`src/rtl/pipe_stage_skid.sv`:
```
// Pipeline stage register with a valid/ready handshake and a one-entry skid
// buffer. M drives the outputs and S catches the one entry that can arrive
// after downstream stalls. in_ready is decoded from registered state only.
// Also keeps a saturating stall counter for performance monitoring.
module pipe_stage_skid #(
  parameter int CTRL_W = 21,
  parameter int DATA_W = 32,
  parameter int CNT_W  = 16
) (
  input  logic              clk,
  input  logic              reset,
  input  logic              flush,
  input  logic              in_valid,
  output logic              in_ready,
  input  logic [CTRL_W-1:0] in_ctrl,
  input  logic [DATA_W-1:0] in_data,
  output logic              out_valid,
  input  logic              out_ready,
  output logic [CTRL_W-1:0] out_ctrl,
  output logic [DATA_W-1:0] out_data,
  output logic [1:0]        occupancy,
  output logic [CNT_W-1:0]  stall_cnt
);

  typedef enum logic [1:0] {
    EMPTY = 2'd0,
    ONE   = 2'd1,
    TWO   = 2'd2
  } state_t;

  state_t            state_q, state_d;
  logic [CTRL_W-1:0] m_ctrl_q, m_ctrl_d, s_ctrl_q, s_ctrl_d;
  logic [DATA_W-1:0] m_data_q, m_data_d, s_data_q, s_data_d;
  logic [CNT_W-1:0]  stall_q, stall_d;
  logic              accept, drain;

  assign in_ready  = (state_q != TWO);
  assign out_valid = (state_q != EMPTY);
  assign out_ctrl  = out_valid ? m_ctrl_q : '0;
  assign out_data  = m_data_q;
  assign occupancy = state_q;
  assign stall_cnt = stall_q;

  assign accept = in_valid & in_ready;
  assign drain  = out_valid & out_ready;

  // Next-state logic: flush dominates, otherwise step the 0/1/2 occupancy FSM.
  always_comb begin
    state_d  = state_q;
    m_ctrl_d = m_ctrl_q;
    m_data_d = m_data_q;
    s_ctrl_d = s_ctrl_q;
    s_data_d = s_data_q;
    if (flush) begin
      // Any drain this cycle has already been sampled downstream.
      state_d  = EMPTY;
      m_ctrl_d = '0;
      m_data_d = '0;
      s_ctrl_d = '0;
      s_data_d = '0;
    end else begin
      unique case (state_q)
        EMPTY: begin
          if (accept) begin
            state_d  = ONE;
            m_ctrl_d = in_ctrl;
            m_data_d = in_data;
          end
        end
        ONE: begin
          if (accept && drain) begin
            m_ctrl_d = in_ctrl;
            m_data_d = in_data;
          end else if (accept) begin
            state_d  = TWO;
            s_ctrl_d = in_ctrl;
            s_data_d = in_data;
          end else if (drain) begin
            // M keeps its data so out_data holds through the bubble.
            state_d = EMPTY;
          end
        end
        TWO: begin
          if (drain) begin
            state_d  = ONE;
            m_ctrl_d = s_ctrl_q;
            m_data_d = s_data_q;
          end
        end
        default: state_d = EMPTY;
      endcase
    end
  end

  // Saturating stall counter: head entry presented but not taken.
  always_comb begin
    stall_d = stall_q;
    if (out_valid && !out_ready && (stall_q != {CNT_W{1'b1}}))
      stall_d = stall_q + 1'b1;
  end

  // State and storage registers; reset drops everything immediately.
  always_ff @(posedge clk or posedge reset) begin
    if (reset) begin
      state_q  <= EMPTY;
      m_ctrl_q <= '0;
      m_data_q <= '0;
      s_ctrl_q <= '0;
      s_data_q <= '0;
      stall_q  <= '0;
    end else begin
      state_q  <= state_d;
      m_ctrl_q <= m_ctrl_d;
      m_data_q <= m_data_d;
      s_ctrl_q <= s_ctrl_d;
      s_data_q <= s_data_d;
      stall_q  <= stall_d;
    end
  end

endmodule

```
`config.mk`:
```
export PLATFORM = sky130hd
export DESIGN_NAME = pipe_stage_skid
export DESIGN_NICKNAME = d
export VERILOG_FILES = /design/src/rtl/pipe_stage_skid.sv
export SDC_FILE = /design/constraint.sdc
export NUM_CORES = 1
export LEC_CHECK = 0
export ABC_CLOCK_PERIOD_IN_PS = 6400
export CAP_MARGIN = 20
export CORE_MARGIN = 2
export CORE_UTILIZATION = 55
export DETAILED_ROUTE_END_ITERATION = 10
export GPL_TIMING_DRIVEN = 0
export PLACE_DENSITY = 0.86
export SYNTH_ARGS = -nofsm -noshare
export SYNTH_HDL_FRONTEND = slang
export SYNTH_SLANG_ARGS = --single-unit
```
`constraint.sdc`:
```
create_clock -name clk -period 6.4 [get_ports clk]
set_input_delay 0.64 -clock clk [delete_from_list [all_inputs] [get_ports clk]]
set_output_delay 0.64 -clock clk [all_outputs]
set_load 0.02 [all_outputs]
```
# Word level (Yosys, flattened, before mapping)
# Cells that the tools add are included.
[word_totals]
register_bits = 124
in_bits = 58
out_inout_bits = 73
elab_cells = 55
[classes]
n_addsub = 1
eq_ne = 10
muxes = 24
bitwise = 2
n_reduce_logical = 12
[op_table]
columns = ["op", "count"]
rows = [
  ["32-bit two-way mux", 7],
  ["21-bit two-way mux", 8],
  ["32-bit case mux with 3 select lines", 1],
  ["21-bit case mux with 3 select lines", 1],
  ["16-bit by 1-bit adder with 16-bit output (second input constant)", 1],
  ["16-bit inequality test (second input constant)", 1],
  ["2-bit two-way mux", 6],
  ["3-bit inequality test (second input constant)", 4],
  ["4-bit AND reduction", 2],
  ["2-bit case mux with 3 select lines", 1],
  ["2-bit nonzero test", 3],
  ["2-bit inequality test (second input constant)", 2],
  ["4-bit inequality test (second input constant)", 1],
  ["4-bit nonzero test", 1],
  ["1-bit logical AND", 3],
  ["3-bit AND reduction", 1],
  ["1-bit bitwise AND", 2],
  ["2-bit by 1-bit equality test with 1-bit output (second input constant)", 1],
  ["2-bit equality test (second input constant)", 1],
  ["2-bit logical NOT", 1],
  ["1-bit logical NOT", 1],
]

# Longest topological paths before layout
# Gate-level depths: netlist of the first run.
[depth]
depth_word = 7
depth_mapped = 8
depth_no_buf = 6

# Worst setup path after synthesis of the first run
# OpenSTA, ideal clock, no wires.
[synth_path]
path_kind = "register to register"
start = "register state_q[0] (netlist: occupancy[0])"
end = "register m_ctrl_q[10]"
setup_time_ns = 0.125
arrival_time_ns = 2.076
required_time_ns = 6.275
slack_ns = 4.200
stages_incl_launch_ff = 8
n_path_buf = 1
synth_period_minus_slack_ns = 2.200
path_cell_list = "dfrtp_1 inv_1 ha_1 inv_1 nand2_1 o21ai_2 buf_6 mux2_2"
[synth_between]
elab_chain_cells = 5
elab_cells_between_ends = 15
classes_between = "eq/ne (6); mux (2); bitwise (2); reduce/logical (5)"
[synth_rtl]
columns = ["item", "line", "text"]
rows = [
  ["start: declaration", "31", "state_t state_q, state_d;"],
  ["start signal: assignment", "112", "state_q <= state_d;"],
  ["2-bit nonzero test *", "38", "assign out_valid = (state_q != EMPTY);"],
  ["net out_valid", "17", "output logic out_valid,"],
  ["1-bit bitwise AND *", "45", "assign drain = out_valid & out_ready;"],
  ["1-bit logical AND", "71", "if (accept && drain) begin"],
  ["3-bit inequality test (no source line)", "-", ""],
  ["4-bit AND reduction (no source line) *", "-", ""],
  ["end signal: assignment", "113", "m_ctrl_q <= m_ctrl_d;"],
  ["end: declaration", "32", "logic [CTRL_W-1:0] m_ctrl_q, m_ctrl_d, s_ctrl_q, s_ctrl_d;"],
]
# Mark *: on every way through the listed nets, which the timed path passes. The rest lies on a longest branch.
# A chain may end at the register's enable or synchronous reset.

# Final worst setup path of the first run
[layout_path]
start = "register state_q[0] (netlist: occupancy[0])"
end = "output port in_ready"
[layout_between]
elab_chain_cells = 1
[layout_rtl]
columns = ["item", "line", "text"]
rows = [
  ["2-bit inequality test", "37", "assign in_ready = (state_q != TWO);"],
  ["end: declaration", "14", "output logic in_ready,"],
]
# No other way between the ends.

==> flow_summary.json, run 1 <==
{
  "status": "completed",
  "fp.dieW_um": 109,
  "rsz0062_at_grt": "false",
  "viasPerCell": 5.61,
  "io_buffers": 130,
  "power_frac_seq_pct": 33.9,
  "dieArea_um2": 11900,
  "grt_pass1_wl_um": 25200,
  "p_int_mw": 2.12,
  "yosysWarningCount": 0,
  "drc": 0,
  "drtAntennaViolNets": 0,
  "ys_seq_elements": 124,
  "syn_area_per_cell_um2": 10.2,
  "cellPowerDensity_nw_per_um2": 384,
  "setup_viol": 0,
  "postCtsSetupBuffers": 0,
  "synth_most_common_cell": "dfrtp_1",
  "ys_seq_area_share_pct": 51.1,
  "synth_common_cells": "dfrtp_1 (124), nand2_1 (117), nor2_1 (60)",
  "cap_violations": 0,
  "syn_inst": 594,
  "cellLeakagePower_nw": 3.46,
  "nets": 808,
  "clock_skew_ns": 0.00637,
  "pwr-share-comb_pct": 34.4,
  "rows": 38,
  "htreeDepth": 4,
  "grt_max_degree": 102,
  "coreArea_um2": 10800,
  "hpwlAfterDp_um": 10500,
  "fin_crit_ns": 3.30,
  "crit_fanout": 10,
  "synth_area_um2": 6070,
  "p_sw_mw": 1.03,
  "min_path_type": "in -> async",
  "layout.cells.non_filler": 896,
  "start_kind": "flop",
  "ir_worst_vdd_v": 0.000207,
  "post-route-period-util_pct": 51.6,
  "cp.required_ns": 5.76,
  "fin_worst_hold_slack_ns": 0.440,
  "synth_top_area_share_pct": 51.1,
  "synthDistinctLibCells": 42,
  "final_cell_area_um2": 8200,
  "grt_pass1_vias": 5044,
  "fp.dieH_um": 109,
  "worstMarginPinSlew_ns": 0.607,
  "dpl-instance-area_um2": 7580,
  "fmax_ghz": 0.303,
  "wl_per_cell_um": 17.2,
  "setup_tns_ns": 0,
  "synth_edf_count": 0,
  "relSlewSlack_pct": 59.5,
  "diodes": 0,
  "gr-total-overflow": 0,
  "clkPwrFrac_pct": 31.7,
  "dr.pass1.iters": 5,
  "synth_area_leaders": "dfrtp_1 (51%), mux2_2 (10%), mux2i_1 (8.9%)",
  "dp.cells": 865,
  "syn_to_final_growth_pct": 35.1,
  "synth_nets": 658,
  "worst_setup_path_end_kind": "primary output",
  "synthFlopType": "dfrtp_1",
  "clock-sinks": 124,
  "finalHoldViolations": 0,
  "async_flop_share_pct": 100,
  "n_fill_cell": 748,
  "antenna_found_initial": 0,
  "clk_pin_slew_worst_paths_ns": 0.06,
  "drt-initial-drc-count": 275,
  "hold_buffers": 0,
  "crit_type": "reg -> out",
  "switching_share_pct": 32.8,
  "cts_root_buffer": "clkbuf_8",
  "maxSlewViolCount": 0,
  "clock_latency_ns": 0.52,
  "drive_above_1_share_pct": 14.7,
  "cts_tree": "done",
  "clockBufferDepth": 2,
  "arrival_ns": 2.66,
  "cts_resized": 0,
  "grt_use_total_pct": 27.7,
  "cts_buffers": 17,
  "gp_congestion": 0.818,
  "start_util_pct": 56.2,
  "synth_top_area_cell": "dfrtp_1",
  "seqCellArea_um2": 3100,
  "wirelength_um": 15400,
  "ios": 131,
  "multi_input_area_um2": 2750,
  "via_count": 5023
}
-- power groups by stage --
| stage | clock [mW] | combinational (mW) | sequential (mW) |
|---|---|---|---|
| after CTS | 1.01 | 1.09 | 1.06 |
| after detailed placement | 0 | 1.08 | 1.07 |
| after floorplan | 0 | 0.563 | 1.15 |
| after global placement | 0 | 1.04 | 1.06 |
| final | 1.00 | 1.08 | 1.07 |
| after global routing | 1.05 | 1.16 | 1.09 |
-- layout by cell type (no fill, tap or decap), drive strengths merged --
cell type      Yosys  routed
clkdlybuf4s50      0     130
dfrtp            124     124
nand2            117     117
nor2              60      60
a21oi             58      58
mux2              57      57
mux2i             54      54
clkbuf            25      45
nor2b             21      21
buf               12      13
inv                7       7
nand3              6       6
a31oi              6       6
ha                 6       6
xor2               5       5
nand4              5       5
bufinv             0       4
clkinv             0       4
and3               3       3
clkinvlp           0       3
nor4               3       3
or2                3       3
o21ai              3       3
nor3               3       3
nand2b             2       2
or3                2       2
o31ai              2       2
and4b              1       1
a22oi              1       1
and2b              1       1
o221a              1       1
a211oi             1       1
o311ai             1       1
xnor2              1       1
o211ai             1       1
nor3b              1       1
o21a               1       1
-- sequential cells by signal, indices dropped and copies added (netlist names) --
register and count:
out_data 32, m_ctrl_q 21, s_ctrl_q 21, s_data_q 32
stall_cnt 16, occupancy 2
-- logic make-up after synthesis --
kind of cell | synth area share (%)
adder cells (fa/ha/maj) | 1.24
XOR/XNOR | 0.866
flip-flops | 51.1
AO/OA/AOI/OAI | 6.78
buffers and inverters | 3.59
AND/OR/NAND/NOR | 16.9
multiplexers | 19.5
-- per-stage QoR --
step / setup slack, ns / utilization (%) / total power, mW
6_report: 3.10 / 76.0 / 3.15
5_1_grt: 2.96 / 76.0 / 3.30
4_1_cts: 3.05 / 76.0 / 3.16
3_5_place_dp: 3.65 / 70.2 / 2.15
3_3_place_gp: 0.813 / 69.9 / 2.10
2_1_floorplan: 2.46 / - / 1.71
-- cell type report --
cell class,count,area share (%)
flip-flops and latches,124,37.8
multi-input cells,426,33.5
repair buffers,131,16.2
clock buffers,20,5.55
plain buffers,37,2.33
well taps,140,2.14
clock inverters,11,2.03
inverters,7,0.381
-- final timing paths --
check | start | to | slack (ns) | cells after the start
min in group clk | m_ctrl_q[19] | m_ctrl_q[19] | 0.50 | 1
worst max register to register | occupancy[0] | m_ctrl_q[16] | 4.02 | 7
worst min-delay path | reset | s_ctrl_q[14] | 0.44 | 2
worst min register to register | m_ctrl_q[19] | m_ctrl_q[19] | 0.50 | 1
max in group asynchronous | reset | m_ctrl_q[1] | 5.18 | 3
worst max-delay path | occupancy[0] | in_ready | 3.10 | 6
-- metal layers --
layer,global-route usage [%],routed length (um),vias to the layer above,share of wire [%]
li1,-,-,2318,-
met1,35.0,6370,2498,41
met2,46.4,7880,184,51
met3,6.10,897,23,5.8
met4,10.6,223,0,1.5
met5,0,0,-,0
-- critical path, cell delays in order, from the launching register on --
cell and delay, ns:
dfrtp_1 0.42, inv_1 0.15, ha_1 0.17, clkbuf_1 0.38, buf_2 0.40, inv_1 0.09, clkdlybuf4s50_1 0.54
No activity file was read; power rests on OpenSTA's default activity.
==> inputs of run 2 (changes only) <==
==> config.mk (replaced) <==
export PLATFORM = sky130hd
export DESIGN_NAME = pipe_stage_skid
export DESIGN_NICKNAME = d
export VERILOG_FILES = /design/src/rtl/pipe_stage_skid.sv
export SDC_FILE = /design/constraint.sdc
export NUM_CORES = 1
export LEC_CHECK = 0
export ABC_CLOCK_PERIOD_IN_PS = 2820
export CAP_MARGIN = 20
export CORE_MARGIN = 2
export CORE_UTILIZATION = 46
export DETAILED_ROUTE_END_ITERATION = 10
export GPL_TIMING_DRIVEN = 0
export PLACE_DENSITY = 0.76
export SYNTH_ARGS = -nofsm -noshare
export SYNTH_HDL_FRONTEND = slang
export SYNTH_SLANG_ARGS = --single-unit
==> constraint.sdc (replaced) <==
create_clock -name clk -period 2.82 [get_ports clk]
set_input_delay 0.282 -clock clk [delete_from_list [all_inputs] [get_ports clk]]
set_output_delay 0.282 -clock clk [all_outputs]
set_load 0.02 [all_outputs]
==> run 2 against run 1 <==
Effect of this change:
- sequential power grew 130%
- clock power is 89% higher
- sequential cell count unchanged
- largest power group unchanged
- core utilization down 12 points
- hold slack worse by 0.12 ns
- routed wire length is 0.98% lower
- cell count is 3.3% higher
- largest cell class unchanged
- global-route usage shrank 5.0 points
- power is 110% higher
==> flow_summary.json, run 2 (synthesis results as in run 1) <==
{
  "layout.cells.non_filler": 926,
  "cellLeakagePower_nw": 3.44,
  "maxSlewViolCount": 0,
  "ir_worst_vdd_v": 0.000477,
  "clock_latency_ns": 0.42,
  "gp_congestion": 0.794,
  "fmax_ghz": 0.372,
  "dieArea_um2": 14100,
  "layout_common_cells": "clkdlybuf4s50_1 (129), dfrtp_1 (124), nand2_1 (117), nor2_1 (60), a21oi_1 (58)",
  "hpwlAfterDp_um": 10800,
  "wl_per_cell_um": 16.4,
  "relSlewSlack_pct": 52.9,
  "antenna_found_initial": 0,
  "ios": 131,
  "grt_pass1_wl_um": 25300,
  "via_count": 4886,
  "start_kind": "flop",
  "fin_worst_hold_slack_ns": 0.318,
  "post-route-period-util_pct": 95.4,
  "cts_tree": "done",
  "fp.dieW_um": 119,
  "min_path_type": "in -> async",
  "drtAntennaViolNets": 0,
  "io_buffers": 130,
  "grt_pass1_vias": 5134,
  "drc": 0,
  "drive_above_1_share_pct": 14.2,
  "clock_skew_ns": 0.00761,
  "cts_buffers": 17,
  "diodes": 0,
  "worst_setup_path_end_kind": "primary output",
  "cap_violations": 0,
  "hold_buffers": 0,
  "wirelength_um": 15200,
  "grt_max_degree": 36,
  "clockBufferDepth": 2,
  "start_util_pct": 47.5,
  "finalHoldViolations": 0,
  "power_mw": 6.76,
  "clock-sinks": 124,
  "coreArea_um2": 12800,
  "rows": 41,
  "crit_fanout": 10,
  "setup_viol": 0,
  "worstMarginPinSlew_ns": 0.706,
  "dr.pass1.iters": 5,
  "fin_crit_ns": 2.69,
  "htreeDepth": 4,
  "syn_to_final_growth_pct": 34.3,
  "clk_pin_slew_worst_paths_ns": 0.05,
  "cp.required_ns": 2.54,
  "arrival_ns": 2.41,
  "final_common_cell": "clkdlybuf4s50_1",
  "fp.dieH_um": 119,
  "crit_type": "reg -> out",
  "viasPerCell": 5.28,
  "drt-initial-drc-count": 266,
  "status": "completed",
  "cellPowerDensity_nw_per_um2": 829,
  "nets": 809,
  "cts_root_buffer": "clkbuf_16",
  "gr-total-overflow": 0,
  "grt_use_total_pct": 22.7,
  "dp.cells": 899,
  "setup_tns_ns": 0
}
run 2: layer usage:
layer / up-vias / track usage, % / wire (um)
met5: - / 0 / 0
met4: 0 / 8.26 / 238
met3: 23 / 6.32 / 793
met2: 159 / 37.4 / 7530
met1: 2389 / 28.6 / 6660
li1: 2315 / - / -
run 2: area by class of cell:
class,count,area (um2)
inverter,7,30.0
timing repair buffer,133,1360
clock buffer,25,485
sequential,124,3100
multi-input combinational,426,2750
clock inverter,3,15.0
tap,172,215
fill,988,4620
buffer,36,190
run 2: worst max-delay path: stages, from the launching register on:
cell and delay [ns]:
dfrtp_1 0.43, inv_1 0.16, ha_1 0.41, buf_2 0.37, inv_1 0.07, clkdlybuf4s50_1 0.55
run 2: report_power, final:
group | internal [mW] | switching, mW | total, mW
clock network | 1.16 | 0.726 | 1.89
registers | 2.15 | 0.257 | 2.41
logic | 1.16 | 1.29 | 2.46
run 2: metrics by stage:
step | instance area (um2) | util (%) | worst slack (ns)
6_report | 8150 | 63.8 | 0.130
5_1_grt | 8150 | 63.8 | -0.00373
4_1_cts | 8150 | 63.8 | 0.0877
3_5_place_dp | 7650 | 59.9 | 0.416
3_3_place_gp | 7590 | 59.4 | -0.124
2_1_floorplan | 6070 | - | 0.620
run 2: path summary, 6_finish.rpt:
| check | startpoint | to | slack (ns) | depth (start not counted) |
|---|---|---|---|---|
| setup / recovery | occupancy[0] | in_ready | 0.13 | 5 |
| hold / removal | reset | stall_cnt[0] | 0.32 | 2 |
| setup reg to reg | occupancy[0] | out_data[11] | 0.42 | 7 |
| hold reg to reg | m_ctrl_q[19] | m_ctrl_q[19] | 0.50 | 1 |
| max in group asynchronous | reset | out_data[5] | 1.64 | 4 |
| min in group clk | in_ctrl[18] | s_ctrl_q[18] | 0.44 | 3 |
run 2: repair_timing:
action	4_1_cts	5_1_grt
setup endpoints to repair	10	11
gates resized for setup	1	3
buffers inserted	0	0
